`src/rtl/jtframe_pll_phase_ctrl.sv`:
```
// ---------------------------------------------------------------------------
// jtframe_pll_phase_ctrl
//
// Runtime phase-shift sequencer for the SDRAM clock output of the system PLL.
// A signed step request is turned into the altpll dynamic phase-shift
// handshake (phasecounterselect / phaseupdown / phasestep / phasedone). The
// controller tracks the accumulated offset from the compile-time SDRAM shift
// and aborts cleanly when the PLL loses lock. It runs on the PLL scan clock.
//
// Optional feature macro: JTFRAME_PLL_AUTOSTEP_EN
//   When defined, every pll_locked rising edge issues an automatic request of
//   BOOT_STEPS (clipped to +/-MAX_POS) through the same sequencer. While it
//   runs, busy is high and external requests are ignored.
//
// Ports
//   clk                 scan clock, all logic on the rising edge
//   rst                 synchronous active-high reset
//   pll_locked          PLL lock, already synchronised to clk
//   req                 request strobe, sampled only when it can be accepted
//   req_steps           signed step count, positive = later phase
//   busy                a request is in progress
//   done                one-cycle pulse on completion
//   err                 one-cycle pulse on rejection, timeout or lock loss
//   pos                 signed accumulated offset in steps
//   phasecounterselect  constant CNTSEL
//   phaseupdown         1 = step up (positive direction)
//   phasestep           PLL step strobe (two cycles per step)
//   phasedone           PLL handshake, high when the PLL is idle
// ---------------------------------------------------------------------------
module jtframe_pll_phase_ctrl #(
  parameter logic [2:0] CNTSEL     = 3'd3,
  parameter int         POS_W      = 8,
  parameter int         MAX_POS    = 63,
  parameter int         TMO        = 255,
  parameter int         BOOT_STEPS = 0
) (
  input  logic                    clk,
  input  logic                    rst,
  input  logic                    pll_locked,
  input  logic                    req,
  input  logic signed [POS_W-1:0] req_steps,
  output logic                    busy,
  output logic                    done,
  output logic                    err,
  output logic signed [POS_W-1:0] pos,
  output logic [2:0]              phasecounterselect,
  output logic                    phaseupdown,
  output logic                    phasestep,
  input  logic                    phasedone
);

  localparam int TMO_W = (TMO < 1) ? 1 : $clog2(TMO + 1);

  localparam logic [TMO_W-1:0]     TMO_L   = TMO_W'(TMO);
  localparam logic signed [POS_W:0] MAX_L  = (POS_W + 1)'(MAX_POS);
  localparam logic [POS_W-1:0]     ONE_U   = POS_W'(1);

`ifdef JTFRAME_PLL_AUTOSTEP_EN
  localparam int BOOT_INT = (BOOT_STEPS >  MAX_POS) ?  MAX_POS :
                            (BOOT_STEPS < -MAX_POS) ? -MAX_POS : BOOT_STEPS;
  localparam logic signed [POS_W-1:0] BOOT_CLIP = POS_W'(BOOT_INT);
`endif

  typedef enum logic [2:0] {
    IDLE,
    SETUP,
    STEP,
    WAIT_LO,
    WAIT_HI,
    GAP
  } state_t;

  state_t                    state_q, state_d;
  logic [POS_W-1:0]          remain_q, remain_d;   // steps still to issue
  logic [TMO_W-1:0]          tmo_q, tmo_d;         // cycles spent in a wait state
  logic                      half_q, half_d;       // second cycle of STEP
  logic signed [POS_W-1:0]   pos_q, pos_d;
  logic                      dir_q, dir_d;
  logic                      done_q, done_d;
  logic                      err_q, err_d;
  logic                      phasestep_q;

  logic                      start;
  logic signed [POS_W-1:0]   start_steps;
  logic signed [POS_W:0]     target;

`ifdef JTFRAME_PLL_AUTOSTEP_EN
  logic                      locked_q;
  logic                      auto_go;

  // The state is always IDLE on a lock rising edge, since lock loss forces
  // IDLE, so the automatic request is accepted the same cycle it is raised.
  assign auto_go = pll_locked & ~locked_q;
`endif

  always_comb begin
    // NOTE: every signal gets a default first so no path leaves it unassigned,
    // which would otherwise infer a latch.
    state_d     = state_q;
    remain_d    = remain_q;
    tmo_d       = tmo_q;
    half_d      = half_q;
    pos_d       = pos_q;
    dir_d       = dir_q;
    done_d      = 1'b0;
    err_d       = 1'b0;

`ifdef JTFRAME_PLL_AUTOSTEP_EN
    start       = auto_go | req;
    start_steps = auto_go ? BOOT_CLIP : req_steps;
`else
    start       = req;
    start_steps = req_steps;
`endif

    // Target is computed one bit wider so the range check cannot wrap.
    target = {pos_q[POS_W-1], pos_q} + {start_steps[POS_W-1], start_steps};

    if (!pll_locked) begin
      // A relock restores the compile-time phase, so the offset is cleared.
      state_d = IDLE;
      pos_d   = '0;
      err_d   = (state_q != IDLE);
    end else begin
      unique case (state_q)
        IDLE: begin
          if (start) begin
            if (target > MAX_L || target < -MAX_L) begin
              err_d = 1'b1;
            end else if (start_steps == '0) begin
              done_d = 1'b1;
            end else begin
              state_d  = SETUP;
              dir_d    = ~start_steps[POS_W-1];
              remain_d = start_steps[POS_W-1] ? POS_W'(-start_steps)
                                              : POS_W'(start_steps);
            end
          end
        end

        // One cycle with select and direction stable ahead of the strobe.
        SETUP: begin
          state_d = STEP;
          half_d  = 1'b0;
        end

        STEP: begin
          if (!half_q) begin
            half_d = 1'b1;
          end else begin
            state_d = WAIT_LO;
            tmo_d   = '0;
          end
        end

        WAIT_LO: begin
          if (!phasedone) begin
            state_d = WAIT_HI;
            tmo_d   = '0;
          end else if (tmo_q == TMO_L) begin
            state_d = IDLE;
            err_d   = 1'b1;
          end else begin
            tmo_d = tmo_q + TMO_W'(1);
          end
        end

        WAIT_HI: begin
          if (phasedone) begin
            pos_d    = dir_q ? pos_q + POS_W'(1) : pos_q - POS_W'(1);
            remain_d = remain_q - ONE_U;
            if (remain_q == ONE_U) begin
              state_d = IDLE;
              done_d  = 1'b1;
            end else begin
              state_d = GAP;
            end
          end else if (tmo_q == TMO_L) begin
            state_d = IDLE;
            err_d   = 1'b1;
          end else begin
            tmo_d = tmo_q + TMO_W'(1);
          end
        end

        GAP: begin
          state_d = STEP;
          half_d  = 1'b0;
        end

        default: state_d = IDLE;
      endcase
    end
  end

  always_ff @(posedge clk) begin
    if (rst) begin
      state_q     <= IDLE;
      remain_q    <= '0;
      tmo_q       <= '0;
      half_q      <= 1'b0;
      pos_q       <= '0;
      dir_q       <= 1'b0;
      done_q      <= 1'b0;
      err_q       <= 1'b0;
      phasestep_q <= 1'b0;
    end else begin
      // NOTE: non-blocking assignments so every flop samples the values from
      // before this edge, independent of statement order.
      state_q     <= state_d;
      remain_q    <= remain_d;
      tmo_q       <= tmo_d;
      half_q      <= half_d;
      pos_q       <= pos_d;
      dir_q       <= dir_d;
      done_q      <= done_d;
      err_q       <= err_d;
      // Registered so the PLL sees a clean strobe straight from a flop.
      phasestep_q <= (state_d == STEP);
    end
  end

`ifdef JTFRAME_PLL_AUTOSTEP_EN
  always_ff @(posedge clk) begin
    if (rst) begin
      locked_q <= 1'b0;
    end else begin
      locked_q <= pll_locked;
    end
  end
`endif

  assign busy               = (state_q != IDLE);
  assign done               = done_q;
  assign err                = err_q;
  assign pos                = pos_q;
  assign phaseupdown        = dir_q;
  assign phasestep          = phasestep_q;
  assign phasecounterselect = CNTSEL;

endmodule

```
`config.mk`:
```
export PLATFORM = sky130hd
export DESIGN_NAME = jtframe_pll_phase_ctrl
export DESIGN_NICKNAME = d
export VERILOG_FILES = /design/src/rtl/jtframe_pll_phase_ctrl.sv
export SDC_FILE = /design/constraint.sdc
export NUM_CORES = 1
export LEC_CHECK = 0
export ABC_AREA = 1
export CORE_ASPECT_RATIO = 1.2
export CORE_MARGIN = 1.5
export CORE_UTILIZATION = 40
export DETAILED_ROUTE_END_ITERATION = 8
export PLACE_DENSITY = 0.69
export REMOVE_ABC_BUFFERS = 1
export SKIP_CTS_REPAIR_TIMING = 1
export SLEW_MARGIN = 20
export SYNTH_ARGS = -nofsm -noshare
export SYNTH_HDL_FRONTEND = slang
export SYNTH_SLANG_ARGS = --single-unit
```
`constraint.sdc`:
```
create_clock -name clk -period 2.8 [get_ports clk]
set_input_delay 0.28 -clock clk [delete_from_list [all_inputs] [get_ports clk]]
set_output_delay 0.28 -clock clk [all_outputs]
set_load 0.01 [all_outputs]
```
==> results.toml, run 1 <==
[floorplan]
die_x_um = 76.7
start_util_pct = 41.0
die_area_um2 = 7020
die_h_um = 91.5
io-pin-count = 29
core_um2 = 6370
placementRows = 32

[placement]
io_buffers = 25
dp_hpwl_um = 4770
place_congestion = 0.855
post-place-cells = 504
post-place-ws_ps = 157

[global_route]
grt.overflow.total = 0
grtUsageTotal_pct = 18.3
grt_pass1_wl_um = 10500
grt_start_max_net_pins = 16
antenna_found_initial = 0
grt_pass1_vias = 2368

[sta]
setup_tns_ps = 0
slew_violations = 0
timing.final.crit_period_ps = 2330
fin_crit_sh_pct = 83.1
relSlewSlack_pct = 63.7
fin_ws_ps = 472
fin_skew_ps = 7.64
fmax_mhz = 430
tightest_slew_ps = 541
grt_setup_unrepaired = "no"
finalSetupViolCount = 0
finalHoldViolCount = 0

[cells_and_area]
final_util_pct = 47.9
drive_gt1_share_pct = 9.84
final_nets = 459
stdcell_count = 512
diodes = 0
n_fill_cell = 652
syn2layout_area_growth_pct = 16.9

[yosys]
synth_cells = 398
ys_seq_area_share_pct = 24.5
synthTopCellsByArea = "dfxtp_1 (25%), nand2_1 (11%), inv_1 (9.5%)"
synth_flop_cell = "dfxtp_1"
synth_top_cell_by_area = "dfxtp_1"
yosys_warnings = 0
ys_ff_latch = 32
synth_common_cells = "nand2_1 (76), inv_1 (66), nor2_1 (42)"
synth_area_per_cell_um2 = 6.56
synth_cell_type_count = 41
synthesis.area_um2 = 2610
synth_most_common_cell = "nand2_1"
async_flop_share_pct = 0
synth_edf_count = 0
synthDominantCellAreaShare_pct = 24.5

[setup_path]
critPathSlowestCell = "clkdlybuf4s50_1"
path_buf_inv = 1
endpoint_kind = "register"
crit_path_max_incr_delay_ps = 470
path_max_fanout = 8
crit_family = "simple AND/OR/NAND/NOR gates"
cp_data_arrival_time_ps = 2500
required_ps = 2970
startpoint_type = "input port"
crit_type = "in -> reg"
worstPathCellList = "clkdlybuf4s50_1 -> ha_1 -> fa_1 -> nand2_1 -> nand2_2 -> nand3_2 -> nand2_1 -> nand2_1 -> nand2_2 -> nor2_2 -> nand3_2 -> nand3_2 -> nand2_4 -> o21ai_0 -> nor2_1"
regToRegSetupSlack_ps = 530

[route]
first_pass_iters = 6
wl_um = 6000
vias = 2488
ant_nets = 0
drc = 0
wl_per_cell_um = 11.7
drtIter0Drc = 120
detail_route.vias_per_cell = 4.86

[pwr]
power.density_nw_per_um2 = 352
irDropWorstVdd_uv = 260
leakage_nw = 1.45

[clock_tree]
clockBufferDepth = 2
clk_latency_ps = 280
cts.sinks = 32
htree_levels = 2
cts_tree = "yes"
root_buffer = "clkbuf_8"
cts_buffers = 5
path_clk_slew_ps = 70

[hold_path]
hold_class = "reg -> reg"

[run_status]
status = "finished, final reports clean"

[flow_run]
drv_cap = 0
cells in the final DEF, fill, tap and decap left out, types with 2 or more instances in the layout:
master           synthesis  layout
fa_1                     2       2
o211ai_1                 3       3
nand3_1                 23      23
nand4_1                  7       7
o21bai_1                 3       3
o22ai_1                  5       5
nand2_2                  4       4
conb_1                   2       3
nor3_1                   7       7
inv_1                   66      66
clkbuf_8                 0       5
o21ai_0                 28      28
nand3_2                  5       5
ha_1                    18      18
nor2_2                   6       6
buf_4                    3       2
clkdlybuf4s50_1          0      25
nor2_1                  42      42
xor2_1                  10      10
nor3_2                   3       3
xnor2_1                  2       2
nand2_1                 76      76
a21oi_1                 25      25
or2_2                    3       3
dfxtp_1                 32      32
a21oi_2                  3       3
nand2_4                  2       2
state kept, by name, indices dropped and copies added (netlist names):
| register | flops |
|---|---|
| done | 1 |
| pos | 8 |
| err | 1 |
| state_q | 3 |
| remain_q | 8 |
| phaseupdown | 1 |
| tmo_q | 8 |
| phasestep | 1 |
| half_q | 1 |
worst register-to-register path, cell delays in order, from the launching register on:
cell	delay (ps)
dfxtp_1	490
ha_1	280
fa_1	430
inv_1	60
nand2_1	40
a21oi_1	110
nand3_1	80
nor2_1	90
nand2_1	80
nand3_2	100
nand3_2	90
nand2_4	120
inv_6	60
nor2_1	80
nor2_1	50
final timing paths:
kind                                                  to                   from  cells past startpoint
worst min register to register     tmo_q[1]$_SDFFE_PP0P_  tmo_q[1]$_SDFFE_PP0P_                      2
worst min-delay path               tmo_q[1]$_SDFFE_PP0P_  tmo_q[1]$_SDFFE_PP0P_                      2
worst max-delay path            remain_q[3]$_SDFFE_PP0P_           req_steps[0]                     15
worst max register to register  remain_q[3]$_SDFFE_PP0P_    pos[0]$_SDFFE_PP0P_                     14
per-layer routing:
| metal | part of all wire [%] | GRT usage (%) | vias to the layer above |
|---|---|---|---|
| li1 | - | - | 1335 |
| met1 | 45 | 21.5 | 1105 |
| met2 | 50 | 33.1 | 35 |
| met3 | 2.8 | 2.11 | 13 |
| met4 | 2.5 | 7.87 | 0 |
| met5 | 0 | 0 | - |
power breakdown:
| group | leakage, nW | internal [mW] | switching, mW |
|---|---|---|---|
| Clock | 0.0552 | 0.264 | 0.176 |
| Combinational | 1.14 | 0.0650 | 0.100 |
| Sequential | 0.258 | 0.462 | 0.00602 |
layout make-up:
cell class	instances	area [um^2]	share of cell area, %
tap	85	106	3.49
clock inverter	2	35.0	1.15
clock buffer	6	72.6	2.38
inverter	69	264	8.65
timing repair buffer	27	265	8.69
sequential	32	641	21.0
multi-input combinational	291	1670	54.7
kinds of logic after synthesis:
kind of cell               after synthesis  synth area share, %
buffers and inverters                   76                 11.7
xor gates and xnor gates                12                 4.03
other                                    2                0.288
DFF                                     32                 24.5
adders and majority gates               20                 10.2
AOI/OAI and AO/OA                       72                 15.7
and+or+nand+nor                        184                 33.6
per-stage QoR:
stage	instance area [um^2]	total power [mW]	hold slack, ps
floorplan	2570	0.586	349
global placement	2940	0.641	464
detailed placement	2940	0.643	470
CTS	3050	1.08	481
global route	3050	1.12	515
finish	3050	1.07	479
No activity file was read; power rests on OpenSTA's default activity.
==> run 2: changes to the inputs <==
- clock period: 2.8 -> 2.3 ns (I/O delays scaled with it)
==> run 2 against run 1 <==
Critical path depth shrank 1. Power grew 24%. Via count rose by 5.4%. Final area grew 5.2%. Global-route usage decreased by 0.23 points. Utilization is 2.5 points higher. Sequential power up 22%. Worst setup slack got worse by 300 ps. Final cell count rose by 3.3%. Die area unchanged.
==> results.toml, run 2 (synthesis results as in run 1) <==
[setup_path]
crit_end = "remain_q[6]$_SDFFE_PP0P_"
regToRegSetupSlack_ps = 180
path_max_fanout = 4
endpoint_kind = "register"
rr_endpoint = "remain_q[6]$_SDFFE_PP0P_"
worstRegToRegCells = 14
crit_family = "simple AND/OR/NAND/NOR gates"
reg2reg_from = "pos[0]$_SDFFE_PP0P_"
cp.depth = 14
cp_data_arrival_time_ps = 2300
crit_path_max_incr_delay_ps = 350
required_ps = 2480
worstPathCellList = "ha_2 -> fa_2 -> nand2_2 -> nand2_2 -> nand3_2 -> nand2_1 -> nand2_1 -> nand2_2 -> nor2_2 -> nand3_2 -> nand3_4 -> nand2_2 -> o21ai_1 -> nor2_1"
crit_path_start = "pos[0]$_SDFFE_PP0P_"
cpMostUsedCell = "nand2_2"
startpoint_type = "register"
critPathSlowestCell = "fa_2"
crit_type = "reg -> reg"
path_buf_inv = 0

[cells_and_area]
ff_latch_area_um2 = 641
final_common_cell = "nand2_1"
final_nets = 476
syn2layout_area_growth_pct = 23.0
layout.cells.most_common_list = "nand2_1 (75), inv_1 (66), nor2_1 (41)"
multi_input_area_um2 = 1710
drive_gt1_share_pct = 14.4
n_fill_cell = 619
diodes = 0

[global_route]
grt_pass1_wl_um = 10400
grt_pass1_vias = 2425
antenna_found_initial = 0
grt.overflow.total = 0
grtUsageTotal_pct = 18.1
grt_start_max_net_pins = 16

[sta]
tightest_slew_ps = 561
whs_ps = 488
slew_violations = 0
finalSetupViolCount = 0
relSlewSlack_pct = 62.4
timing.final.crit_period_ps = 2120
fmax_mhz = 471
fin_crit_sh_pct = 92.3
fin_skew_ps = 8.45
finalHoldViolCount = 0
setup_tns_ps = 0
grt_setup_unrepaired = "no"

[clock_tree]
htree_levels = 2
path_clk_slew_ps = 70
cts_tree = "yes"
clk_latency_ps = 280
root_buffer = "clkbuf_8"
clockBufferDepth = 2
cts.sinks = 32
cts_buffers = 5

[route]
detail_route.vias_per_cell = 4.96
ant_nets = 0
drtIter0Drc = 119
drc = 0
vias = 2623
wl_per_cell_um = 11.6
wl_um = 6150
first_pass_iters = 4

[placement]
place_congestion = 0.835
dp_hpwl_um = 4790
io_buffers = 25

[pwr]
power_switching_mw = 0.356
combPwrFrac_pct = 16.8
power.total_mw = 1.33
pwr-share-clk_pct = 40.4
pwr-share-seq_pct = 42.8
power.density_nw_per_um2 = 415
swShare_pct = 26.7
irDropWorstVdd_uv = 315
p_int_mw = 0.977
leakage_nw = 1.53

[hold_path]
min-delay-start = "half_q$_SDFFE_PP0P_"
hold_class = "reg -> reg"
hold_depth = 2

[floorplan]
core_um2 = 6370
io-pin-count = 29
start_util_pct = 41.0
die_x_um = 76.7
placementRows = 32
die_area_um2 = 7020
die_h_um = 91.5

[flow_run]
drv_cap = 0

[run_status]
status = "finished, final reports clean"
[run 2: changes by cell type in the layout (fill, tap and decap cells not counted), sizes merged]
cell / previous run / this run
buf: 2 / 17
dlymetal6s2s: 0 / 1
nand2: 82 / 83
inv: 68 / 69
clkdlybuf4s50: 25 / 24
[run 2: how the worst min path moves through the flow]
stage | endpoint | slack (ps)
finish | half_q$_SDFFE_PP0P_ | 490
global route | tmo_q[1]$_SDFFE_PP0P_ | 520
floorplan | err$_SDFF_PP0_ | 300
global placement | tmo_q[1]$_SDFFE_PP0P_ | 460
detailed placement | half_q$_SDFFE_PP0P_ | 470
CTS | half_q$_SDFFE_PP0P_ | 490
[run 2: metal layers]
metal | up-vias | share of wire [%] | wire [um] | track usage [%]
met1 | 1186 | 43 | 2660 | 21.2
met3 | 9 | 3.4 | 212 | 2.41
li1 | 1373 | - | - | -
met2 | 55 | 52 | 3170 | 33.2
met4 | 0 | 1.6 | 101 | 6.33
met5 | - | 0 | 0 | 0
[run 2: through the flow]
stage	util [%]	worst slack, ps	cells	cell area [um^2]
detailed placement	47.9	-234	518	3050
global route	50.4	1.46	529	3210
global placement	47.9	-149	518	3050
CTS	49.6	58.1	526	3160
finish	50.4	176	529	3210
floorplan	-	236	392	2570
[run 2: power by group through the flow]
stage	sequential, mW	combinational (mW)	clock (mW)
3_5_place_dp	0.582	0.213	0
3_3_place_gp	0.582	0.212	0
4_1_cts	0.569	0.216	0.551
5_1_grt	0.571	0.250	0.576
6_report	0.570	0.224	0.539
2_1_floorplan	0.581	0.132	0
[run 2: final cells by class]
type | count | share of cell area, %
inverter | 69 | 8.22
multi-input combinational | 292 | 53.1
timing repair buffer | 42 | 11.8
clock inverter | 2 | 1.09
tap | 85 | 3.31
sequential | 32 | 20.0
timing repair inverter | 1 | 0.195
clock buffer | 6 | 2.26
[run 2: worst register-to-register path, cell delays in order, from the launching register on]
cell	delay, ps
dfxtp_1	340
ha_2	200
fa_2	350
nand2_2	80
nand2_2	80
nand3_2	80
nand2_1	50
nand2_1	70
nand2_2	60
nor2_2	110
nand3_2	120
nand3_4	140
nand2_2	90
o21ai_1	170
nor2_1	70
